`src/rtl/mem_arb_pkg.sv`:
```
// ---------------------------------------------------------------------------
// mem_arb_pkg
// Shared types and defaults for the instruction-fetch / load-store memory bus
// arbiter: FSM state encoding, grant-source encoding, default widths and the
// fetch starvation limit, plus the grant-selection helper.
// ---------------------------------------------------------------------------
package mem_arb_pkg;

   localparam int unsigned ADDR_W_DEF      = 64;
   localparam int unsigned DATA_W_DEF      = 64;
   localparam int unsigned INSTR_W_DEF     = 32;
   localparam int unsigned MAX_IF_WAIT_DEF = 4;

   typedef enum logic [1:0] {
      IDLE      = 2'd0,
      SERVE_IF  = 2'd1,
      SERVE_MEM = 2'd2
   } arb_state_t;

   typedef enum logic {
      GNT_IF  = 1'b0,
      GNT_MEM = 1'b1
   } gnt_src_t;

   // Pick the winner among eligible requesters. Only meaningful when at least
   // one requester is eligible. MEM wins a tie unless fetch has been passed
   // over often enough to saturate its starvation counter.
   function automatic gnt_src_t arb_pick(input logic if_elig,
                                         input logic mem_elig,
                                         input logic if_sat);
      gnt_src_t g;
      if (!mem_elig) begin
         g = GNT_IF;
      end else if (if_elig && if_sat) begin
         g = GNT_IF;
      end else begin
         g = GNT_MEM;
      end
      return g;
   endfunction

endpackage

```
`src/rtl/mem_arb_starve_cnt.sv`:
```
// ---------------------------------------------------------------------------
// mem_arb_starve_cnt
// Saturating up-counter that tracks how many times a pending fetch has been
// passed over in favour of a load/store.
//   clk    : clock, rising edge
//   rst    : synchronous active-low reset (clears the count)
//   inc_i  : count one more pass-over (ignored once saturated)
//   clr_i  : clear the count (fetch was granted); wins over inc_i
//   sat_o  : count has reached LIMIT
// ---------------------------------------------------------------------------
module mem_arb_starve_cnt #(
   parameter int unsigned LIMIT = 4
) (
   input  logic clk,
   input  logic rst,
   input  logic inc_i,
   input  logic clr_i,
   output logic sat_o
);

   localparam int unsigned CW = (LIMIT < 1) ? 1 : $clog2(LIMIT + 1);
   localparam logic [CW-1:0] LIMIT_C = CW'(LIMIT);

   logic [CW-1:0] cnt_q;
   logic [CW-1:0] cnt_d;

   // Next count: clear, saturating increment, or hold.
   always_comb begin
      cnt_d = cnt_q;
      if (clr_i) begin
         cnt_d = '0;
      end else if (inc_i && (cnt_q < LIMIT_C)) begin
         cnt_d = cnt_q + CW'(1);
      end else begin
         cnt_d = cnt_q;
      end
   end

   // Count register with synchronous active-low reset.
   always_ff @(posedge clk) begin
      if (!rst) begin
         cnt_q <= '0;
      end else begin
         cnt_q <= cnt_d;
      end
   end

   assign sat_o = (cnt_q >= LIMIT_C);

endmodule

```
`src/rtl/mem_bus_arbiter.sv`:
```
// ---------------------------------------------------------------------------
// mem_bus_arbiter
// Shares one single-ported, variable-latency memory bus between the pipeline's
// instruction-fetch port and its load/store port. One transaction at a time:
// the winner's address/we/wdata are captured at grant and driven onto the bus
// until bus_ready; the following cycle raises a one-cycle done pulse and
// registers the read data. Load/store has priority; fetch gets forced priority
// once it has been passed over MAX_IF_WAIT times.
//   clk, rst              : clock (rising edge), sync active-low reset
//   if_req/if_addr        : fetch request (level) and byte address
//   if_rdata/if_done      : fetched instruction, completion pulse
//   mem_req/we/addr/wdata : load/store request (level) and its payload
//   mem_rdata/mem_done    : load data, completion pulse
//   stall_if/stall_mem    : request pending and not yet done (combinational)
//   bus_req/we/addr/wdata : bus transaction outputs
//   bus_ready/bus_rdata   : bus completion handshake and read data
// ---------------------------------------------------------------------------
module mem_bus_arbiter
   import mem_arb_pkg::*;
#(
   parameter int unsigned ADDR_W      = ADDR_W_DEF,
   parameter int unsigned DATA_W      = DATA_W_DEF,
   parameter int unsigned INSTR_W     = INSTR_W_DEF,
   parameter int unsigned MAX_IF_WAIT = MAX_IF_WAIT_DEF
) (
   input  logic               clk,
   input  logic               rst,
   input  logic               if_req,
   input  logic [ADDR_W-1:0]  if_addr,
   output logic [INSTR_W-1:0] if_rdata,
   output logic               if_done,
   input  logic               mem_req,
   input  logic               mem_we,
   input  logic [ADDR_W-1:0]  mem_addr,
   input  logic [DATA_W-1:0]  mem_wdata,
   output logic [DATA_W-1:0]  mem_rdata,
   output logic               mem_done,
   output logic               stall_if,
   output logic               stall_mem,
   output logic               bus_req,
   output logic               bus_we,
   output logic [ADDR_W-1:0]  bus_addr,
   output logic [DATA_W-1:0]  bus_wdata,
   input  logic               bus_ready,
   input  logic [DATA_W-1:0]  bus_rdata
);

   arb_state_t         state_q,     state_d;
   logic [ADDR_W-1:0]  addr_q,      addr_d;
   logic               we_q,        we_d;
   logic [DATA_W-1:0]  wdata_q,     wdata_d;
   logic [INSTR_W-1:0] if_rdata_q,  if_rdata_d;
   logic [DATA_W-1:0]  mem_rdata_q, mem_rdata_d;
   logic               if_done_q,   if_done_d;
   logic               mem_done_q,  mem_done_d;

   logic     if_elig_s;
   logic     mem_elig_s;
   logic     if_sat_s;
   logic     cnt_inc_s;
   logic     cnt_clr_s;
   gnt_src_t gnt_s;

   // A requester whose done is high this cycle still shows its old level;
   // masking it here stops that stale request from being granted again.
   assign if_elig_s  = if_req  & ~if_done_q;
   assign mem_elig_s = mem_req & ~mem_done_q;

   mem_arb_starve_cnt #(
      .LIMIT (MAX_IF_WAIT)
   ) u_starve_cnt (
      .clk   (clk),
      .rst   (rst),
      .inc_i (cnt_inc_s),
      .clr_i (cnt_clr_s),
      .sat_o (if_sat_s)
   );

   // Grant / serve FSM next-state, capture and completion logic.
   always_comb begin
      state_d     = state_q;
      addr_d      = addr_q;
      we_d        = we_q;
      wdata_d     = wdata_q;
      if_rdata_d  = if_rdata_q;
      mem_rdata_d = mem_rdata_q;
      if_done_d   = 1'b0;
      mem_done_d  = 1'b0;
      cnt_inc_s   = 1'b0;
      cnt_clr_s   = 1'b0;
      gnt_s       = GNT_MEM;

      case (state_q)
         IDLE: begin
            if (if_elig_s || mem_elig_s) begin
               gnt_s = arb_pick(if_elig_s, mem_elig_s, if_sat_s);
               if (gnt_s == GNT_IF) begin
                  state_d   = SERVE_IF;
                  addr_d    = if_addr;
                  we_d      = 1'b0;
                  wdata_d   = '0;
                  cnt_clr_s = 1'b1;
               end else begin
                  state_d   = SERVE_MEM;
                  addr_d    = mem_addr;
                  we_d      = mem_we;
                  wdata_d   = mem_wdata;
                  // Fetch was waiting and lost this round.
                  cnt_inc_s = if_elig_s;
               end
            end else begin
               state_d = IDLE;
            end
         end

         SERVE_IF: begin
            if (bus_ready) begin
               state_d   = IDLE;
               if_done_d = 1'b1;
               // Little-endian: address bit 2 selects the upper instruction word.
               if (addr_q[2]) begin
                  if_rdata_d = bus_rdata[2*INSTR_W-1 -: INSTR_W];
               end else begin
                  if_rdata_d = bus_rdata[INSTR_W-1:0];
               end
            end else begin
               state_d = SERVE_IF;
            end
         end

         SERVE_MEM: begin
            if (bus_ready) begin
               state_d    = IDLE;
               mem_done_d = 1'b1;
               // Stores leave the last load data untouched.
               if (!we_q) begin
                  mem_rdata_d = bus_rdata;
               end else begin
                  mem_rdata_d = mem_rdata_q;
               end
            end else begin
               state_d = SERVE_MEM;
            end
         end

         default: begin
            state_d = IDLE;
         end
      endcase
   end

   // State and datapath registers; reset abandons any in-flight transaction.
   always_ff @(posedge clk) begin
      if (!rst) begin
         state_q     <= IDLE;
         addr_q      <= '0;
         we_q        <= 1'b0;
         wdata_q     <= '0;
         if_rdata_q  <= '0;
         mem_rdata_q <= '0;
         if_done_q   <= 1'b0;
         mem_done_q  <= 1'b0;
      end else begin
         state_q     <= state_d;
         addr_q      <= addr_d;
         we_q        <= we_d;
         wdata_q     <= wdata_d;
         if_rdata_q  <= if_rdata_d;
         mem_rdata_q <= mem_rdata_d;
         if_done_q   <= if_done_d;
         mem_done_q  <= mem_done_d;
      end
   end

   assign bus_req   = (state_q == SERVE_IF) || (state_q == SERVE_MEM);
   assign bus_we    = we_q;
   assign bus_addr  = addr_q;
   assign bus_wdata = wdata_q;
   assign if_rdata  = if_rdata_q;
   assign mem_rdata = mem_rdata_q;
   assign if_done   = if_done_q;
   assign mem_done  = mem_done_q;
   assign stall_if  = if_req  & ~if_done_q;
   assign stall_mem = mem_req & ~mem_done_q;

endmodule

```
`config.mk`:
```
export PLATFORM = sky130hd
export DESIGN_NAME = mem_bus_arbiter
export DESIGN_NICKNAME = d
export VERILOG_FILES = /design/src/rtl/mem_arb_pkg.sv /design/src/rtl/mem_arb_starve_cnt.sv /design/src/rtl/mem_bus_arbiter.sv
export SDC_FILE = /design/constraint.sdc
export NUM_CORES = 1
export LEC_CHECK = 0
export CORE_AREA = 3 3 191 193
export DETAILED_ROUTE_END_ITERATION = 7
export DIE_AREA = 0 0 194 196
export PLACE_DENSITY = 0.67
export SKIP_CTS_REPAIR_TIMING = 1
export SYNTH_ARGS = -nofsm -noshare
export SYNTH_HDL_FRONTEND = slang
export SYNTH_SLANG_ARGS = --single-unit
```
`constraint.sdc`:
```
create_clock -name clk -period 1.6 [get_ports clk]
set_input_delay 0.48 -clock clk [delete_from_list [all_inputs] [get_ports clk]]
set_output_delay 0.48 -clock clk [all_outputs]
set_load 0.1 [all_outputs]
```
; ---- Word-level counts from Yosys, hierarchy flattened
; Index checks and enable logic that the tools add are counted.
[totals]
n_memories = 0
wordCells = 51
ff_bits = 232
romBits = 0
latchBits = 0
ram_bits = 0
output_inout_bits = 230
in_bits = 262
[op_classes]
n_eq_ne = 2
shift = 0
n_addsub = 1
order_cmp = 2
mux = 20
div_mod_pow = 0
multipliers = 0
n_reduce_logical = 11
n_bitwise = 6
[op_table]
columns = operator, count
row1 = 64-bit two-way mux, 2
row2 = 32-bit two-way mux, 1
row3 = 1-bit two-way mux, 13
row4 = 2-bit AND reduction, 4
row5 = 2-bit two-way mux, 3
row6 = 2-bit case mux with 3 select lines, 1
row7 = 1-bit NOT, 4
row8 = "3-bit by 1-bit adder with 3-bit output, second input constant", 1
row9 = "3-bit >= comparator, second input constant", 1
row10 = "3-bit less-than comparator, second input constant", 1
row11 = 3-bit AND reduction, 1
row12 = 1-bit AND, 2
row13 = "2-bit by 1-bit == test with 1-bit output, second input constant", 1
row14 = "2-bit == test, second input constant", 1
row15 = 1-bit logical AND, 2
row16 = 2-bit logical NOT, 1
row17 = 1-bit logical OR, 2
row18 = 2-bit OR reduction, 1

; ---- Depth between registers and ports, before layout
; Gate-level depths: netlist (run 1).
[depth]
depth_word = 11
depth_mapped = 8
mapped_depth_nobuf = 6

; ---- By module
; From an unflattened synthesis (run 1), not the netlist that was laid out.
[unflattened]
hier_cells = 1073
area_unflattened_um2 = 9975.8
[by_module_without_submodules]
columns = mod, cells_each, instances, area_each_um2, seq_area_each_um2
row1 = mem_bus_arbiter, 1057, 1, 9824.4, 4584.4
row2 = mem_arb_starve_cnt, 16, 1, 151.4, 60.1

; ---- Worst setup path before layout (run 1)
; OpenSTA, ideal clock, no wires.
[synth_path]
path_kind = reg-to-reg
start = register mem_done_q, in the netlist mem_done
end = register addr_q[21], in the netlist bus_addr[21]
stages_incl_launch_ff = 7
path_slack_ps = -1009
t_arrival_ps = 2487
cell_sequence = dfxtp_1 -> and2b_1 -> o21ai_2 -> buf_4 -> buf_2 -> and3_1 -> a221o_1
[synth_between]
elab_chain_cells = 6
word_cells_on_any_way = 8
classes_between = mux (4) / bitwise (2) / reduce/logical (2)
[synth_rtl]
columns = item, line_no
row1 = start: declaration, mem_bus_arbiter.sv:55  ; logic mem_done_q, mem_done_d;
row2 = start signal: assignment, mem_bus_arbiter.sv:171  ; mem_done_q <= mem_done_d;
row3 = 1-bit NOT *, --
row4 = 1-bit AND *, --
row5 = named net stall_mem, mem_bus_arbiter.sv:39  ; output logic stall_mem,
row6 = 1-bit two-way mux, mem_arb_pkg.sv:32  ; if (!mem_elig) begin
row7 = 1-bit two-way mux, mem_bus_arbiter.sv:95  ; if (if_elig_s || mem_elig_s) begin
row8 = 1-bit two-way mux, mem_bus_arbiter.sv:93  ; case (state_q)
row9 = 64-bit two-way mux, mem_bus_arbiter.sv:97  ; if (gnt_s == GNT_IF) begin
row10 = end signal: assignment, mem_bus_arbiter.sv:165  ; addr_q <= addr_d;
row11 = end: declaration, mem_bus_arbiter.sv:49  ; logic [ADDR_W-1:0] addr_q, addr_d;
; Mark *: on every way through the listed nets, which the timed path passes. The rest lies on a longest branch. The select of a mux whose other input is x is not followed.
; A chain may end at the register's enable or synchronous reset.

; ---- Final worst setup path (run 1)
[layout_path]
start = register mem_done_q, in the netlist mem_done
end = output stall_mem
[layout_between]
elab_chain_cells = 2
[layout_rtl]
columns = item, line_no
row1 = 1-bit NOT, mem_bus_arbiter.sv:184  ; assign stall_mem = mem_req & ~mem_done_q;
row2 = 1-bit AND, mem_bus_arbiter.sv:184
row3 = end: declaration, mem_bus_arbiter.sv:39
; No other way between the ends.

==> qor.yml, run 1 <==
first_iter_violations: 434
synth_area_mm2: 0.008583
p_total_w: 0.01987
layout-drive-gt1-share: 0.4914
path_clk_slew_ps: 60
critPathSlowestCell: "dfxtp_4"
yosysSeqAreaShare: 0.5411
synth-adder-area-share: 0.007289
synth_simple_gate_area_frac: 0.1606
path_cells: "and2b_4 -> buf_6 -> buf_12"
cts_root_buffer: "clkbuf_16"
grt_start_max_net_pins: 80
cp-start-kind: "flip-flop"
track_usage: 0.1802
place_area_mm2: 0.01690
clockBufferDepth: 3
max_stage_delay_ps: 360
fin_hold_ws_ps: 374.1
grt_pass1_vias: 9052
wl_um: 40750
tightest_slew_ps: 407.2
yosys.area_share.xor_xnor: 0
p_per_area_mw_per_mm2: 1034
start_util: 0.2473
stdcell_area_mm2: 0.01922
crit_path_max_fanout: 4
numCtsBuffers: 27
place_congestion: 0.8530
pre_cts_slack_ps: -587.6
end_kind: "output pin"
maxCapViolCount: 0
criticalPathCategory: "flip-flop to output pin"
synth-edff-count: 0
final_util: 0.5536
syn_nets: 1165
slew_viol_final: 0
clock_sinks: 232
synth_top_area_cell: "dfxtp_1"
grt_pass1_wl_um: 54550
antenna_found_initial: 6
avgSynthCellArea_um2: 9.558
period_minus_slack_ps: 1894
failed_checks: "setup timing"
muxShareOfSynthArea: 0.03848
yosys_warnings: 0
vias: 9287
synth_compound_area_frac: 0.2017
fmax_ghz: 0.5280
dp_hpwl_um: 27560
coreArea_mm2: 0.03471
syn2layout_area_growth_pct: 123.9
grt_overflow: 0
power.leakage_nw: 7.454
synth.area.top_cells: "dfxtp_1 (54%), a221o_1 (7.5%), a22oi_1 (5.9%)"
status: "finished with violations"
grtUsageMet1: 0.2118
portBuffers: 491
yosysTopAreaCellShare: 0.5411
grt-busiest-layer: "met2"
finalHoldViolCount: 0
setup_slack_ps: -294.0
routed_via_density: 4.847
final_nets: 1705
dieArea_mm2: 0.03802
clkLatencyLatePin_ps: 540
min_period_over_period: 1.184
rsz0062_at_grt: "true"
synth_seq_cells: 232
path_delay_family: "flip-flops"
ir_drop_v: 0.0008417
finClkSkew_ps: 10.29
synth_cells: 898
hp-class: "input port to flip-flop"
drt_first_pass_iters: 5
slew_headroom: 0.7285
cp.required_ps: 1120
io_pins: 492
setup_viol: 93
cts_tree: "done"
die_width_um: 194
path_buf_inv: 2
cp.arrival_ps: 1410
htreeDepth: 1
synth_cell_types: 28
synth_top_family_by_area: "compound AO/OA/AOI/OAI gates"
synthArstFlopShare: 0
die_y_um: 196
postRouteAntennaNets: 0
wl_per_cell_um: 21.27
drc: 0
rows: 68
synth-main-ff-cell: "dfxtp_1"
grt.met3_usage: 0.06509
grt_util_met2: 0.3052
## final timing paths
check | startpoint | to | slack [ps] | depth (start not counted)
worst min register to register | mem_rdata[60] | mem_rdata[60] | 470 | 2
worst min-delay path | rst | u_starve_cnt.cnt_q[2] | 370 | 3
worst max register to register | mem_done | bus_addr[42] | -180 | 8
worst max-delay path | mem_done | stall_mem | -290 | 3
## power breakdown
group,internal [W],switching (W),leakage (nW)
Combinational,0.00308,0.00414,5.03
Sequential,0.00622,0.000443,2.00
Clock,0.00348,0.00250,0.427
Total,0.0128,0.00709,7.45
## cell families after synthesis
family | count (synthesis)
compound gates | 231
fa+ha+maj | 5
buf+inv | 87
flops | 232
mux | 33
simple gates | 310
## registers in the layout, summed over array words and instances, names as in the netlist
signal	count
u_starve_cnt.cnt_q	3
state_q	2
bus_we	1
bus_wdata	64
if_rdata	32
mem_rdata	64
if_done	1
mem_done	1
bus_addr	64
## cells in the final DEF (no fill, tap or decap), types with 3 or more instances in the layout
master           Yosys  layout
clkbuf_16            0      45
a22oi_2              0      62
clkbuf_8             0       5
buf_4                6      39
mux2i_1             33      33
buf_12               0     252
nand2_1            130     129
a21oi_1             66      65
diode_2              0       4
buf_6                7      12
nor2_1             104     103
a211oi_2             0       9
and3_4               0      20
clkdlybuf4s50_1      0     258
a211oi_1            32      23
dfxtp_4              0      31
dfxtp_1            232       3
ha_1                 5       3
a221o_1             64      64
buf_8                0       9
clkinv_2             0       9
and3_1              65      45
clkbuf_1            37       4
a22oi_1             67       5
dfxtp_2              0     198
## routing by layer
layer | vias to the layer above | wire length, µm
met5 | - | 27
met4 | 4 | 1181
met3 | 76 | 3609
met2 | 403 | 20270
met1 | 4484 | 15650
li1 | 4320 | -
## synthesized netlist by cell type (all sizes together) (4+ instances only)
cell type	count
mux2i	33
inv	4
a211oi	32
clkbuf	38
ha	5
buf	45
a21oi	67
dfxtp	232
nand2	130
and3	65
nor2	105
a221o	64
a22oi	67
## tightest hold or removal path: stages
cell	delay [ps]
buf_2	170
inv_4	150
nor2_1	60
## area by class of cell
type | count | area, µm²
antenna | 4 | 10.01
clock inverter | 12 | 91.34
fill | 2825 | 15490
inverter | 4 | 17.52
sequential | 232 | 5009
multi-input combinational | 580 | 4036
timing repair buffer | 593 | 8726
tap | 455 | 569.3
clock buffer | 36 | 759.5
## metrics by stage
step	TNS (ps)	instances
after detailed placement	-104800	1815
after global routing	-11990	1916
final	-6877	1916
after global placement	-96330	1815
after CTS	-19710	1863
after floorplan	-55500	898
Note: power is estimated with default switching activity, not from simulation.
==> inputs of run 2 (changes only) <==
- SLEW_MARGIN: default -> 20
==> results of run 2 <==
No change in the layout: final DEF, timing and power equal those of run 1.
==> inputs of run 3 (changes only) <==
- CORE_AREA: 3 3 191 193 -> 3 3 190 192
- DIE_AREA: 0 0 194 196 -> 0 0 193 195
- DONT_BUFFER_PORTS: default -> 1
- PLACE_DENSITY: 0.67 -> 0.48
==> qor.yml, run 3 (synthesis gave the netlist of run 1 again) <==
fmax_ghz: 0.5295  # +0.29%
max_stage_delay_ps: 360  # about the same
status: "finished with violations"
slew_viol_final: 0  # unchanged
ir_drop_v: 0.0008876  # +5.5%
clock_sinks: 232  # unchanged
hold_depth: 2  # -1
grt_overflow: 0  # unchanged
wl_um: 40560  # -0.47%
tightest_slew_ps: 528.2  # +121.0 ps
finalHoldViolCount: 0  # unchanged
place_congestion: 0.8378  # -1.8%
clockBufferDepth: 3  # unchanged
end_kind: "output pin"
drt_first_pass_iters: 7  # +2
p_total_w: 0.01911  # -3.8%
p_int_w: 0.01223  # -4.3%
grt_pass1_vias: 7270  # -20%
layout_common_cells: "buf_12 (237), dfxtp_2 (128), nand2_1 (119)"
die_width_um: 193  # -0.52%
crit_path_max_fanout: 4  # unchanged
final_nets: 1447  # -15%
dieArea_mm2: 0.03764  # -1.0%
hp-class: "input port to flip-flop"
slew_headroom: 0.6465  # -0.08198
power.switching_w: 0.006884  # -2.9%
grt_pass1_wl_um: 46690  # -14%
path_buf_inv: 2  # unchanged
path_delay_family: "flip-flops"
rows: 68  # unchanged
setup_slack_ps: -288.5  # +5.482 ps
period_minus_slack_ps: 1888  # -5.482 ps
p_per_area_mw_per_mm2: 1143  # +11%
dp_hpwl_um: 24410  # -11%
switching_share: 0.3601  # +0.003241
power.leakage_nw: 6.336  # -15%
cp.arrival_ps: 1410  # about the same
routed_via_density: 5.068  # +4.6%
layout.cells.non_filler: 1651  # -14%
final_util: 0.4840  # -0.06961
combPwrFrac: 0.351  # -0.012
tns_ps: -13110  # -6233 ps
criticalPathCategory: "flip-flop to output pin"
path_clk_slew_ps: 60  # about the same
htreeDepth: 1  # unchanged
rsz0062_at_grt: "true"
cts_tree: "done"
setup_viol: 134  # +44%
postRouteAntennaNets: 0  # unchanged
path_cells: "and2b_4 -> buf_6 -> buf_12"
wl_per_cell_um: 24.57  # +16%
finClkSkew_ps: 22.44  # +12.14 ps
drc: 0  # unchanged
clkPwrFrac: 0.306  # +0.005
coreArea_mm2: 0.03454  # -0.49%
io_pins: 492  # unchanged
n_antenna_cell: 0  # -4
layout-drive-gt1-share: 0.5527  # +0.06125
portBuffers: 0  # -100%
first_iter_violations: 298  # -31%
path_depth: 3  # unchanged
p_seq_frac: 0.343  # +0.007
cp.required_ps: 1120  # about the same
numCtsBuffers: 27  # unchanged
start_util: 0.2485  # +0.001218
antenna_found_initial: 1  # -5
cp-start-kind: "flip-flop"
track_usage: 0.1607  # -0.01947
critPathSlowestCell: "dfxtp_4"
grt_start_max_net_pins: 69  # -14%
min_period_over_period: 1.180  # -0.003426
maxCapViolCount: 0  # unchanged
syn2layout_area_growth_pct: 94.80
final_common_cell: "buf_12"
vias: 8367  # -9.9%
cts_root_buffer: "clkbuf_16"
dp.cells: 1539  # -15%
clkLatencyLatePin_ps: 550  # about the same
rr_worst_depth: 8  # unchanged
die_y_um: 195  # -0.51%
failed_checks: "setup timing"
-- run 3: stage by stage --
step | cell area (µm²) | worst slack (ps) | hold WS, ps
after CTS | 12960 | -474.6 | 36.76
after floorplan | 8966 | -419.6 | 481.5
after global placement | 12130 | -83.11 | 444.5
final | 16720 | -288.5 | 53.32
after global routing | 16720 | -330.0 | 41.21
after detailed placement | 12130 | -110.1 | 449.1
-- run 3: power by group through the flow --
stage          sequential, W  combinational, W  clock (W)
6_report             0.00655           0.00672    0.00585
5_1_grt              0.00658           0.00692    0.00622
4_1_cts              0.00642           0.00537    0.00603
3_5_place_dp         0.00654           0.00535          0
3_3_place_gp         0.00653           0.00534          0
2_1_floorplan        0.00913           0.00121          0
-- run 3: worst reg2reg max path, stage by stage (launching register included) --
cell and delay (ps):
dfxtp_4 350, nor2b_4 200, buf_6 130, buf_6 120
o21ai_4 160, buf_6 170, buf_6 130, and3_4 170
a221o_1 260
-- run 3: cell type report --
cell class,instances,area (µm²)
Fill cell,3031,17820
Tap cell,455,569.3
Multi-Input combinational cell,581,4229
Clock inverter,3,21.27
Timing Repair Buffer,334,6220
Inverter,4,17.52
Clock buffer,42,813.3
Sequential cell,232,4850
-- run 3: routing by layer --
metal / global-route usage / part of all wire / vias to the layer above
met5: 0 / 0.00039 / -
met4: 0.04313 / 0.028 / 2
met3: 0.06032 / 0.091 / 70
met2: 0.2718 / 0.51 / 365
met1: 0.1911 / 0.37 / 4126
li1: - / - / 3804
-- run 3: path summary, 6_finish.rpt --
kind	from	end	slack, ps
worst max-delay path	mem_done	stall_mem	-290
worst min-delay path	bus_rdata[21]	mem_rdata[21]	50
worst max register to register	if_done	bus_addr[8]	-190
worst min register to register	mem_rdata[41]	mem_rdata[41]	480
